===== src/rtl/rf_read_arbiter.sv =====
// Round-robin arbiter/sequencer sharing one register-file read mux (IDLE -> SEL -> CAPT).
// Optional macro RF_ARB_R0_BYPASS_EN: reads of address 0 complete at the grant edge with zero data.
module rf_read_arbiter #(
  parameter int NUM_REQ = 4,
  parameter int ADDR_W  = 5,
  parameter int DATA_W  = 32
) (
  input  logic                      CLK,
  input  logic                      RST,
  input  logic [NUM_REQ-1:0]        REQ,
  input  logic [NUM_REQ*ADDR_W-1:0] ADDR,
  output logic [ADDR_W-1:0]         MUX_SEL,
  input  logic [DATA_W-1:0]         MUX_Y,
  output logic [DATA_W-1:0]         DATA_OUT,
  output logic [NUM_REQ-1:0]        ACK,
  output logic                      BUSY
);

  localparam int IDX_W = (NUM_REQ > 1) ? $clog2(NUM_REQ) : 1;

  typedef enum logic [1:0] {IDLE, SEL, CAPT} state_t;

  state_t             r_state;
  logic [IDX_W-1:0]   r_ptr;
  logic [IDX_W-1:0]   r_gnt;
  logic [ADDR_W-1:0]  r_mux_sel;
  logic [DATA_W-1:0]  r_data;
  logic [NUM_REQ-1:0] r_ack;
  logic               r_busy;

  logic [NUM_REQ-1:0] w_elig;
  logic               w_found;
  logic [IDX_W-1:0]   w_gnt_idx;
  logic [ADDR_W-1:0]  w_gnt_addr;

  function automatic logic [NUM_REQ-1:0] onehot(input logic [IDX_W-1:0] idx);
    return {{(NUM_REQ-1){1'b0}}, 1'b1} << idx;
  endfunction

  function automatic logic [IDX_W-1:0] next_ptr(input logic [IDX_W-1:0] idx);
    return (idx == IDX_W'(NUM_REQ-1)) ? '0 : idx + 1'b1;
  endfunction

  // A requester acked this cycle still holds REQ high; mask it so it is not re-granted.
  always_comb begin
    int j;
    j         = 0;
    w_elig    = REQ & ~r_ack;
    w_found   = 1'b0;
    w_gnt_idx = '0;
    for (int k = 0; k < NUM_REQ; k++) begin
      j = int'(r_ptr) + k;
      if (j >= NUM_REQ) j = j - NUM_REQ;
      if (!w_found && w_elig[IDX_W'(j)]) begin
        w_found   = 1'b1;
        w_gnt_idx = IDX_W'(j);
      end
    end
    w_gnt_addr = ADDR[int'(w_gnt_idx)*ADDR_W +: ADDR_W];
  end

  always_ff @(posedge CLK or negedge RST) begin
    if (!RST) begin
      r_state   <= IDLE;
      r_ptr     <= '0;
      r_gnt     <= '0;
      r_mux_sel <= '0;
      r_data    <= '0;
      r_ack     <= '0;
      r_busy    <= 1'b0;
    end else begin
      r_ack <= '0;
      case (r_state)
        IDLE: begin
          if (w_found) begin
`ifdef RF_ARB_R0_BYPASS_EN
            if (w_gnt_addr == '0) begin
              r_data <= '0;
              r_ack  <= onehot(w_gnt_idx);
              r_ptr  <= next_ptr(w_gnt_idx);
            end else
`endif
            begin
              r_gnt     <= w_gnt_idx;
              r_mux_sel <= w_gnt_addr;
              r_busy    <= 1'b1;
              r_state   <= SEL;
            end
          end
        end
        // Settle cycle: the gate-level mux tree needs one full cycle after MUX_SEL moves.
        SEL: r_state <= CAPT;
        CAPT: begin
          r_data  <= MUX_Y;
          r_ack   <= onehot(r_gnt);
          r_ptr   <= next_ptr(r_gnt);
          r_busy  <= 1'b0;
          r_state <= IDLE;
        end
        default: begin
          r_busy  <= 1'b0;
          r_state <= IDLE;
        end
      endcase
    end
  end

  assign MUX_SEL  = r_mux_sel;
  assign DATA_OUT = r_data;
  assign ACK      = r_ack;
  assign BUSY     = r_busy;

endmodule

===== config.mk =====
export PLATFORM = sky130hd
export DESIGN_NAME = rf_read_arbiter
export DESIGN_NICKNAME = d
export VERILOG_FILES = /design/src/rtl/rf_read_arbiter.sv
export SDC_FILE = /design/constraint.sdc
export NUM_CORES = 1
export LEC_CHECK = 0
export BUFFER_PORTS_ARGS = -buffer_cell sky130_fd_sc_hd__buf_2
export CAP_MARGIN = 20
export CORE_MARGIN = 10
export CORE_UTILIZATION = 43
export CTS_BUF_LIST = sky130_fd_sc_hd__clkbuf_2 sky130_fd_sc_hd__clkbuf_4 sky130_fd_sc_hd__clkbuf_8
export DETAILED_ROUTE_END_ITERATION = 16
export PLACE_DENSITY = 0.87
export SLEW_MARGIN = 40
export SYNTH_ARGS = -nofsm -noshare
export SYNTH_HDL_FRONTEND = slang
export SYNTH_SLANG_ARGS = --single-unit

===== constraint.sdc =====
create_clock -name CLK -period 1.4 [get_ports CLK]
set_input_delay 0.14 -clock CLK [delete_from_list [all_inputs] [get_ports CLK]]
set_output_delay 0.14 -clock CLK [all_outputs]
set_load 0.02 [all_outputs]

==> results.py, run 1 <==
metrics = {
    "critical_path": {
        "reg2reg_depth": 6,
        "crit_path_max_fanout": 5,
        "cp-end-kind": "register",
        "cp_data_required_time_ps": 1560,
        "critPathArrivalTime_ps": 1820,
        "startpoint_type": "register",
        "path_class": "register to register",
    },
    "yosys": {
        "syn_nets": 211,
        "yosysWarnings": 0,
        "ys_seq_elements": 48,
        "netlist.area_leader.share_pct": 58.39,
        "synth_common_cells": "dfrtp_1, mux2_2, mux2i_1",
        "synth_edf_count": 0,
        "synth_seq_area_share_pct": 58.39,
        "synth_flop_cell": "dfrtp_1",
        "syn_area_um2": 2057,
        "avgSynthCellArea_um2": 13.81,
        "synthCells": 149,
        "synthArstFlopShare_pct": 100.0,
        "synth_area_leaders": "dfrtp_1, mux2_2, mux2i_1",
        "synth.most_common_cell": "dfrtp_1",
        "synth.distinct_cells": 24,
        "synth_top_area_cell": "dfrtp_1",
    },
    "sta": {
        "fin_skew_ps": 7.686,
        "relSlewSlack_pct": 80.85,
        "setup_viol": 38,
        "rsz0062_at_grt": "true",
        "fin_ws_ps": -255.7,
        "slew_violations": 0,
        "hold_viol": 0,
        "worstMarginPinSlew_ps": 285.9,
        "fmax_mhz": 604.0,
        "fin_crit_ps": 1656,
        "period_share_pct": 118.3,
    },
    "route": {
        "dr.first_iter.drc_count": 39,
        "firstDrtPassIters": 4,
        "wl_per_cell_um": 16.98,
        "drt-vias-per-instance": 5.046,
        "drtAntennaViolNets": 0,
        "drc": 0,
        "vias": 1630,
        "wl_mm": 5.486,
    },
    "layout": {
        "fill_cells": 358,
        "layout-drive-gt1-share_pct": 64.68,
        "final_area_um2": 3059,
        "fin_cells": 323,
        "nets": 330,
        "insertedDiodeCount": 0,
        "area_growth_pct": 48.72,
    },
    "pwr": {
        "clkPwrFrac_pct": 13.4,
        "total_power_w": 0.007462,
        "switching_share_pct": 37.67,
        "power.internal_w": 0.004651,
        "pwr-share-seq_pct": 32.7,
        "p_sw_w": 0.002811,
        "combPwrFrac_pct": 54.0,
        "power.density_nw_per_um2": 2439,
        "peakVddDrop_mv": 1.223,
        "p_leak_nw": 1.577,
    },
    "run_status": {
        "violations": "setup timing",
        "outcome": "finished with violations",
    },
    "grt": {
        "gr-total-overflow": 0,
        "grt_pass1_wl_mm": 8.183,
        "grt_pass1_vias": 1840,
        "grt_max_degree": 49,
        "antenna_found_initial": 0,
        "grt_usage_pct": 13.05,
    },
    "floorplan": {
        "rows": 25,
        "core-area_um2": 4692,
        "boundaryPins": 100,
        "die_w_um": 89.17,
        "die_area_um2": 7950,
        "die-height_um": 89.17,
        "start_util_pct": 43.84,
    },
    "clock_tree": {
        "cts_tree": "done",
        "path_clk_slew_ps": 90,
        "cts-root-buf": "clkbuf_8",
        "cts.sinks": 48,
        "cts_buffer_depth": 2,
        "cts_buffers": 5,
        "h-tree-depth": 2,
        "clk-insertion-delay-late_ps": 300,
    },
    "hold_path": {
        "worst_hold_path.num_cells": 2,
        "hp-class": "primary input to register",
    },
    "placed_design": {
        "portBuffers": 99,
        "dp_hpwl_mm": 3.990,
        "post-place-ws_ps": -201.0,
        "postPlaceCellArea_um2": 2749,
        "place_congestion": 0.8165,
        "dp_cells": 311,
    },
    "flow_run": {
        "max-cap-violations": 0,
    },
}
## metal layers
metal / vias to the layer above / GRT usage (%) / part of all wire, %
met1: 806 / 13.54 / 37
met4: 0 / 4.769 / 1.5
li1: 758 / - / -
met5: - / 0 / 0
met2: 58 / 22.77 / 53
met3: 8 / 5.743 / 8.5
## critical path, stage by stage, from the launching register on
cell	delay [ps]
dfrtp_2	410
nand2b_4	140
or3_4	340
o211ai_4	120
clkbuf_16	200
mux2i_1	200
o221ai_1	130
## worst paths after layout
kind                            slack [ps]    startpoint            to
worst max-delay path                  -260        ACK[2]    MUX_SEL[3]
min in group asynchronous              370           RST    MUX_SEL[2]
worst min-delay path                    70     MUX_Y[11]  DATA_OUT[11]
max in group asynchronous              790           RST        ACK[2]
worst max register to register        -260        ACK[2]    MUX_SEL[3]
worst min register to register         510  DATA_OUT[22]  DATA_OUT[22]
## cells in the final DEF, fill, tap and decap left out, types with 2 or more instances in the layout
cell type,count
buf_4,9
o221ai_1,4
mux2_4,21
o21ai_0,4
mux2_2,12
inv_1,3
inv_2,2
dfrtp_1,47
nand2b_1,3
clkbuf_8,5
mux2i_1,8
ha_1,4
and2_1,4
buf_12,4
buf_6,4
buf_2,99
o21ai_2,2
nand2_1,8
nor2b_1,3
nand2b_4,3
mux2i_2,2
## logic make-up (layout without fill, tap and decap cells)
kind of cell	after synthesis	in the layout	synth area share [%]
adders and majority gates	4	4	2.433
AOI/OAI and AO/OA	17	17	6.083
muxes	43	43	22.93
buffers and inverters	11	131	2.981
and+or+nand+nor	26	26	7.178
DFF	48	48	58.39
## layout make-up
cell class	instances	area (um2)	share of cell area (%)
Clock inverter	2	35.03	1.145
Inverter	5	18.77	0.6135
Timing Repair Buffer	118	723.2	23.64
Tap cell	54	67.56	2.209
Multi-Input combinational cell	90	935.9	30.59
Sequential cell	48	1202	39.30
Clock buffer	6	76.32	2.495
## stage by stage
step	setup TNS, ps	hold slack [ps]	util, %
floorplan	-1035	-155.6	-
global placement	-630.1	139.7	58.59
detailed placement	-904.6	147.9	58.59
CTS	-876.8	52.89	61.23
global route	-3407	49.89	65.20
finish	-2162	66.61	65.20
## timing repair
item / in CTS / in global routing
pin swaps: 0 / 5
gates resized for setup: 1 / 38
hold buffers: 1 / 0
cloned: 0 / 1
setup endpoints to repair: 6 / 7
setup buffers: 0 / 3
endpoints found under the hold margin: 48 / 0
## power by group through the flow
stage | clock network [W] | registers [W] | logic [W]
floorplan | 0 | 0.00315 | 0.00143
global placement | 0 | 0.00239 | 0.00339
detailed placement | 0 | 0.00243 | 0.00349
CTS | 0.00103 | 0.00241 | 0.00350
global route | 0.00109 | 0.00253 | 0.00432
finish | 0.000996 | 0.00244 | 0.00403
## state kept, by name, summed over array words and instances (netlist names)
name / count
ACK: 4
BUSY: 1
DATA_OUT: 32
MUX_SEL: 5
r_gnt: 2
r_ptr: 2
r_state: 2
No activity file was read; power rests on OpenSTA's default activity.
==> run 2: changes to the inputs <==
ABC_CLOCK_PERIOD_IN_PS = 1400   (was default)
SKIP_CTS_REPAIR_TIMING = 1   (was default)
TNS_END_PERCENT = 5   (was default)
==> run 2 against run 1 <==
Net effect:
- the flow still finishes with violations (setup timing)
- non-clock buffer count down 2
- clock power down 0.6%
- combinational power fell by 9.4%
- global-route usage is essentially flat
- clock skew decreased by 1.5 ps
- utilization is 2.4 points lower
- first-iteration DRC count grew 56%
- sequential power is essentially flat
- highest routed layer unchanged
==> results.py, run 2 (synthesized netlist as in run 1, its figures left out) <==
metrics = {
    "run_status": {
        "outcome": "finished with violations",
        "violations": "setup timing",
    },
    "placed_design": {
        "place_congestion": 0.8165,
        "dp_cells": 311,
        "portBuffers": 99,
        "post-place-ws_ps": -201.0,
        "dp_hpwl_mm": 3.990,
    },
    "floorplan": {
        "core-area_um2": 4692,
        "die_w_um": 89.17,
        "boundaryPins": 100,
        "start_util_pct": 43.84,
        "die_area_um2": 7950,
        "die-height_um": 89.17,
        "rows": 25,
    },
    "grt": {
        "grt_pass1_wl_mm": 8.190,
        "antenna_found_initial": 0,
        "grt_max_degree": 49,
        "grt_usage_pct": 13.07,
        "gr-total-overflow": 0,
        "grt_pass1_vias": 1834,
    },
    "layout": {
        "fin_cells": 321,
        "seqCellArea_um2": 1202,
        "fill_cells": 373,
        "largest_reg_flops": 32,
        "nets": 328,
        "area_growth_pct": 43.31,
        "layout-drive-gt1-share_pct": 64.04,
        "layout_commonest_cell": "buf_2",
        "final_cell_mix": "buf_2, dfrtp_1, mux2_2, buf_4",
        "multi_input_comb_area_um2": 850.8,
        "insertedDiodeCount": 0,
    },
    "pwr": {
        "combPwrFrac_pct": 51.8,
        "pwr-share-seq_pct": 34.1,
        "p_leak_nw": 1.486,
        "switching_share_pct": 38.23,
        "clkPwrFrac_pct": 14.0,
        "power.internal_w": 0.004353,
        "p_sw_w": 0.002694,
        "power.density_nw_per_um2": 2391,
        "peakVddDrop_mv": 1.061,
    },
    "critical_path": {
        "crit_path_max_fanout": 6,
        "startpoint_type": "register",
        "cp-end-kind": "register",
        "cp_data_required_time_ps": 1570,
        "path_class": "register to register",
        "critPathArrivalTime_ps": 1800,
    },
    "route": {
        "drc": 0,
        "drtAntennaViolNets": 0,
        "wl_per_cell_um": 16.31,
        "wl_met1_mm": 1.965,
        "dr.first_iter.drc_count": 61,
        "firstDrtPassIters": 4,
        "drt-vias-per-instance": 5.003,
        "wl_met2_mm": 2.741,
        "vias": 1606,
        "wl_mm": 5.237,
        "met3_length_um": 465,
        "highest-signal-layer": "met4",
    },
    "clock_tree": {
        "h-tree-depth": 2,
        "clk-insertion-delay-late_ps": 300,
        "cts_buffers": 5,
        "cts_buffer_depth": 2,
        "path_clk_slew_ps": 80,
        "cts.sinks": 48,
        "cts-root-buf": "clkbuf_8",
        "cts_tree": "done",
    },
    "sta": {
        "rsz0062_at_grt": "true",
        "relSlewSlack_pct": 81.71,
        "fmax_mhz": 615.2,
        "slew_violations": 0,
        "worstMarginPinSlew_ps": 273.1,
        "whs_ps": 68.09,
        "fin_skew_ps": 6.138,
        "hold_viol": 0,
        "period_share_pct": 116.1,
        "setup_viol": 5,
        "fin_ws_ps": -225.4,
        "fin_crit_ps": 1625,
    },
    "hold_path": {
        "hp-class": "primary input to register",
    },
    "flow_run": {
        "max-cap-violations": 0,
    },
}
==> run 2: critical path, cell delays in order (launching register included) <==
cell and delay [ps]:
dfrtp_2 410, nand2b_4 140, or3_4 340, o211ai_4 120, buf_12 160, mux2i_2 220, o221ai_2 120
==> run 2: path summary, 6_finish.rpt <==
| path | slack [ps] | from | depth (start not counted) | to |
|---|---|---|---|---|
| max | -230 | ACK[2] | 6 | MUX_SEL[1] |
| min | 70 | MUX_Y[15] | 2 | DATA_OUT[15] |
| max reg2reg | -230 | ACK[2] | 6 | MUX_SEL[1] |
| min reg2reg | 500 | MUX_SEL[3] | 2 | MUX_SEL[3] |
| max in group asynchronous | 780 | RST | 3 | ACK[2] |
| min in group asynchronous | 380 | RST | 3 | MUX_SEL[2] |
==> run 2: layer usage <==
layer  up-vias  track usage (%)
li1        756                -
met1       787            13.71
met2        57            22.77
met3         6            5.743
met4         0            4.480
met5         -                0
==> run 2: final cells by class <==
type	count	share of cell area [%]
Clock buffer	6	2.589
Clock inverter	2	1.188
Multi-Input combinational cell	90	28.86
Sequential cell	48	40.79
Tap cell	54	2.292
Timing Repair Buffer	116	23.64
Inverter	5	0.6367
==> run 2: metrics by stage <==
stage	util, %	area (um2)	TNS (ps)	total power (W)
floorplan	-	2058	-1035	0.004573
global placement	58.59	2749	-630.1	0.005782
detailed placement	58.59	2749	-904.6	0.005918
CTS	60.96	2860	-911.1	0.006930
global route	62.83	2948	-1469	0.007563
finish	62.83	2948	-1072	0.007048
==> run 2: power groups by stage <==
stage	registers (W)	clock network (W)	logic, W
after floorplan	0.00315	0	0.00143
after global placement	0.00239	0	0.00339
after detailed placement	0.00243	0	0.00349
after CTS	0.00241	0.00103	0.00349
after global routing	0.00251	0.00110	0.00395
final	0.00241	0.000990	0.00365
